[src/rtl/cv32e40s_pkg.sv]
// rtl/cv32e40s_pkg.sv - shared types for the alert escalator
package cv32e40s_pkg;

    typedef enum logic [1:0] {
        IDLE    = 2'd0,
        SEND    = 2'd1,
        RELEASE = 2'd2
    } alert_hs_state_e;

    typedef enum logic [1:0] {
        ALERT_NONE  = 2'b00,
        ALERT_MINOR = 2'b01,
        ALERT_MAJOR = 2'b10
    } alert_class_e;

endpackage

[src/rtl/cv32e40s_alert_leak_timer.sv]
// rtl/cv32e40s_alert_leak_timer.sv - free-running wrap counter giving one leak pulse per window
module cv32e40s_alert_leak_timer #(
    parameter int unsigned WINDOW_CYCLES = 1024
) (
    input  logic clk,
    input  logic rst,
    input  logic clear_i,
    output logic leak_o
);

    localparam int unsigned TW = $clog2(WINDOW_CYCLES);
    localparam logic [TW-1:0] LAST = TW'(WINDOW_CYCLES - 1);
    localparam logic [TW-1:0] ONE  = TW'(1);

    logic [TW-1:0] cnt;

    always_ff @(posedge clk) begin
        if (rst || clear_i) begin
            cnt <= '0;
        end else if (cnt == LAST) begin
            cnt <= '0;
        end else begin
            cnt <= cnt + ONE;
        end
    end

    // The cycle spent at the last count is the leak cycle
    assign leak_o = (cnt == LAST);

endmodule

[src/rtl/cv32e40s_alert_escalator.sv]
// rtl/cv32e40s_alert_escalator.sv - minor-alert leaky bucket, sticky escalation and req/ack alert sender
module cv32e40s_alert_escalator
    import cv32e40s_pkg::*;
#(
    parameter  int unsigned MINOR_THRESHOLD = 4,
    parameter  int unsigned WINDOW_CYCLES   = 1024,
    localparam int unsigned CNT_W           = $clog2(MINOR_THRESHOLD + 1)
) (
    input  logic             clk,
    input  logic             rst,
    input  logic             alert_minor_i,
    input  logic             alert_major_i,
    input  logic             clear_i,
    input  logic             alert_ack_i,
    output logic             alert_req_o,
    output logic [1:0]       alert_class_o,
    output logic             escalate_o,
    output logic [CNT_W-1:0] minor_cnt_o
);

    localparam logic [CNT_W:0] THR = (CNT_W + 1)'(MINOR_THRESHOLD);
    localparam logic [CNT_W:0] ONE = (CNT_W + 1)'(1);

    alert_hs_state_e state, state_nxt;
    alert_class_e    class_q;
    logic            major_pend, minor_pend;
    logic            leak;
    logic [CNT_W:0]  bucket_sum;
    logic [CNT_W-1:0] bucket_nxt;
    logic            threshold_hit, major_set;
    logic            launch_major, launch_minor;

    cv32e40s_alert_leak_timer #(
        .WINDOW_CYCLES (WINDOW_CYCLES)
    ) u_leak_timer (
        .clk     (clk),
        .rst     (rst),
        .clear_i (clear_i),
        .leak_o  (leak)
    );

    // Bucket: one wide sum so increment and leak in one cycle cancel out
    always_comb begin
        bucket_sum = {1'b0, minor_cnt_o};
        if (alert_minor_i) begin
            bucket_sum = bucket_sum + ONE;
        end
        if (leak && (minor_cnt_o != '0)) begin
            bucket_sum = bucket_sum - ONE;
        end
        threshold_hit = !clear_i && (bucket_sum == THR);
        if (clear_i || threshold_hit) begin
            bucket_nxt = '0;
        end else begin
            bucket_nxt = bucket_sum[CNT_W-1:0];
        end
        major_set = alert_major_i || threshold_hit;
    end

    always_ff @(posedge clk) begin
        if (rst) begin
            state       <= IDLE;
            class_q     <= ALERT_NONE;
            major_pend  <= 1'b0;
            minor_pend  <= 1'b0;
            escalate_o  <= 1'b0;
            minor_cnt_o <= '0;
        end else begin
            state       <= state_nxt;
            major_pend  <= (major_pend || major_set) && !launch_major;
            minor_pend  <= (minor_pend || alert_minor_i) && !launch_minor;
            escalate_o  <= escalate_o || major_set;
            minor_cnt_o <= bucket_nxt;
            if (launch_major) begin
                class_q <= ALERT_MAJOR;
            end else if (launch_minor) begin
                class_q <= ALERT_MINOR;
            end
        end
    end

    // Events arriving this cycle count as pending so IDLE launches without a bubble
    always_comb begin
        state_nxt    = state;
        launch_major = 1'b0;
        launch_minor = 1'b0;
        case (state)
            IDLE: begin
                if (major_pend || major_set) begin
                    state_nxt    = SEND;
                    launch_major = 1'b1;
                end else if (minor_pend || alert_minor_i) begin
                    state_nxt    = SEND;
                    launch_minor = 1'b1;
                end
            end
            SEND: begin
                if (alert_ack_i) begin
                    state_nxt = RELEASE;
                end
            end
            RELEASE: begin
                if (!alert_ack_i) begin
                    state_nxt = IDLE;
                end
            end
            default: state_nxt = IDLE;
        endcase
    end

    always_comb begin
        alert_req_o   = (state == SEND);
        alert_class_o = (state == SEND) ? class_q : ALERT_NONE;
    end

endmodule
[config.mk]
export PLATFORM = sky130hd
export DESIGN_NAME = cv32e40s_alert_escalator
export DESIGN_NICKNAME = d
export VERILOG_FILES = /design/src/rtl/cv32e40s_pkg.sv /design/src/rtl/cv32e40s_alert_leak_timer.sv /design/src/rtl/cv32e40s_alert_escalator.sv
export SDC_FILE = /design/constraint.sdc
export NUM_CORES = 1
export LEC_CHECK = 0
export ABC_AREA = 1
export CORE_MARGIN = 5
export CORE_UTILIZATION = 50
export CTS_CLUSTER_SIZE = 10
export DETAILED_ROUTE_END_ITERATION = 10
export GPL_ROUTABILITY_DRIVEN = 0
export MAX_ROUTING_LAYER = met4
export PLACE_DENSITY = 0.73
export SLEW_MARGIN = 20
export SYNTH_ARGS = -nofsm -noshare
export SYNTH_HDL_FRONTEND = slang
export SYNTH_SLANG_ARGS = --single-unit
[constraint.sdc]
create_clock -name clk -period 2.89 [get_ports clk]
set_clock_uncertainty 0.15 [all_clocks]
set_input_delay 0.289 -clock clk [delete_from_list [all_inputs] [get_ports clk]]
set_output_delay 0.289 -clock clk [all_outputs]
set_load 0.1 [all_outputs]
==> results_dict.tcl <==
set metrics [dict create \
    status "finished clean" \
    min_period_over_period_pct 80.8 \
    die_y_um 56.3 \
    power.density_nw_per_um2 448 \
    track_usage_pct 12.7 \
    worstSetupStartpointType "flip-flop" \
    first_global_vias 830 \
    final_area_um2 1240 \
    cts_resized 0 \
    clockBufferDepth 2 \
    via_per_inst 4.70 \
    clk_pin_slew_ps 100 \
    synthCells 145 \
    wire_per_inst_um 9.99 \
    numCtsBuffers 3 \
    dieArea_um2 3170 \
    min_from "u_leak_timer.cnt[9]" \
    synthFlopType "dfxtp_1" \
    wl_mm 1.87 \
    layout.nets 172 \
    p_clk_share_pct 22.8 \
    finalCriticalPeriod_ps 2340 \
    die_x_um 56.3 \
    netlist_area_um2 1070 \
    cts-root-buf "clkbuf_4" \
    synth_top_cell_by_area "dfxtp_1" \
    tritoncts "done" \
    met1_usage_pct 15.5 \
    regToRegStartpoint "minor_cnt_o[1]" \
    synth_seq_area_share_pct 37.3 \
    crit_required_ps 2990 \
    area_growth_pct 15.6 \
    cts_setup_buffers 0 \
    p_int_uw 375 \
    dr.pass1.iters 4 \
    critPathMaxFanout 4 \
    met2_usage_pct 20.9 \
    drc 0 \
    first_iter_violations 15 \
    synth_cell_types 29 \
    comb_power_share_pct 24.1 \
    grt_max_degree 11 \
    num-fill-cells 191 \
    path_class "reg2reg" \
    dpl_worst_slack_ps 358 \
    final_cell_count_no_fill 187 \
    clock_latency_ps 290 \
    pwr-share-seq_pct 53.1 \
    worst_slack_ps 554 \
    start_util_pct 53.6 \
    fmaxAchievable_ghz 0.428 \
    p_switching_uw 181 \
    grtUsageMet3_pct 2.06 \
    synth_nets 155 \
    synth_edf_count 0 \
    grt_pass1_wl_mm 3.22 \
    cts_max_level 1 \
    yosysTopAreaCellShare_pct 37.3 \
    worstMarginPinSlew_ps 313 \
    arrival_ps 2430 \
    crit_start "minor_cnt_o[1]" \
    report.final.slew_viol_count 0 \
    setup_viol 0 \
    io_pins 13 \
    cts_hold_buf 0 \
    end_kind "flip-flop" \
    rsz0062_at_grt "no" \
    core_area_um2 2000 \
    hpwl_mm 1.53 \
    tns_ps 0 \
    busiest_layer "met2" \
    postRouteAntennaNets 0 \
    dr_total_vias 879 \
    antenna_found_initial 0 \
    antennaDiodeCount 0 \
    drv_cap 0 \
    leakage_nw 0.580 \
    hold_path_class "reg2reg" \
    port_buffers 12 \
    ys_top_cells_by_area "dfxtp_1 37%, inv_1 9.8%, nand2_1 8.8%" \
    synth_seq_cells 20 \
    switching_share_pct 32.5 \
    slew_headroom_pct 79.0 \
    drive_gt1_share_pct 21.3 \
    grt-ovfl-total 0 \
    synthArstFlopShare_pct 0 \
    synth_warnings 0 \
    irDropWorstVdd_v 0.000345 \
    cts_sinks 20 \
    avgSynthCellArea_um2 7.40 \
    dpl_cell_area_um2 1220 \
    final-hold-violation-count 0 \
    std_cell_rows 16 \
    place_inst 184 \
]
logic make-up (layout without fill, tap and decap cells):
family	count (synthesis)	after routing	synth area share [%]
AOI/OAI and AO/OA	15	15	7.93
xor gates and xnor gates	3	3	2.45
adders and majority gates	4	4	4.67
buffers and inverters	31	46	10.9
DFF	20	20	37.3
and+or+nand+nor	72	72	36.8
synthesized netlist by cell type, drive strengths merged, types with 3 or more instances:
cell    n
nand2  29
dfxtp  20
a21oi   8
nand3  11
ha      4
o21ai   4
inv    31
nor2   22
nor3b   3
cell usage in the layout (no fill, tap or decap), drive strengths merged:
cell type      instances
nand3                 11
nor4                   1
inv                   31
o21ai                  4
a21oi                  8
nor3                   1
buf                    7
nand4                  2
ha                     4
or2                    2
a31oi                  1
o21a                   2
xnor2                  1
nand2                 29
nand3b                 1
dfxtp                 20
clkbuf                 3
nor2                  22
clkdlybuf4s50          5
nor3b                  3
xor2                   2
final timing paths:
check,to,slack [ps],cells past startpoint
min,u_leak_timer.cnt[9],310,2
max,state[0],550,18
max reg2reg,state[0],550,18
min reg2reg,u_leak_timer.cnt[9],310,2
critical path, stage by stage (launching register included):
cell,delay (ps)
dfxtp_1,400
inv_1,80
ha_1,260
or2_1,220
o21a_1,120
inv_1,60
ha_1,160
inv_1,40
nand2_1,50
nand2_1,40
nand2_1,70
nand2_1,80
nor2_4,120
nand3_2,100
nand3_4,100
nand2_4,60
nand3_2,60
nand2_1,40
inv_1,40
power by group through the flow:
| stage | combinational, mW | clock [mW] | sequential [mW] |
|---|---|---|---|
| after floorplan | 0.0876 | 0 | 0.317 |
| after global placement | 0.131 | 0 | 0.301 |
| after detailed placement | 0.134 | 0 | 0.301 |
| after CTS | 0.135 | 0.135 | 0.295 |
| after global routing | 0.145 | 0.146 | 0.297 |
| final | 0.134 | 0.127 | 0.295 |
sequential cells by signal, summed over array words and instances (netlist names):
signal,count
state,2
escalate_o,1
major_pend,1
minor_pend,1
class_q,2
minor_cnt_o,3
u_leak_timer.cnt,10
per-stage QoR:
step	power (mW)	hold slack, ps	utilization, %
3_5_place_dp	0.436	289	60.8
4_1_cts	0.565	306	61.9
3_3_place_gp	0.432	281	60.8
2_1_floorplan	0.404	201	-
6_report	0.556	306	61.9
5_1_grt	0.587	336	61.9
per-layer routing:
metal / vias to the layer above / routed length (um)
li1: 481 / -
met1: 383 / 903
met2: 13 / 889
met3: 2 / 62
met4: 0 / 12
met5: - / 0
cell type report:
class,instances,area [um2],area share [%]
multi-input cells,94,563,45.4
clock buffers,3,22.5,1.82
inverters,31,116,9.38
repair buffers,12,103,8.27
flip-flops and latches,20,402,32.4
well taps,27,33.8,2.72
No activity file was read; power rests on OpenSTA's default activity.
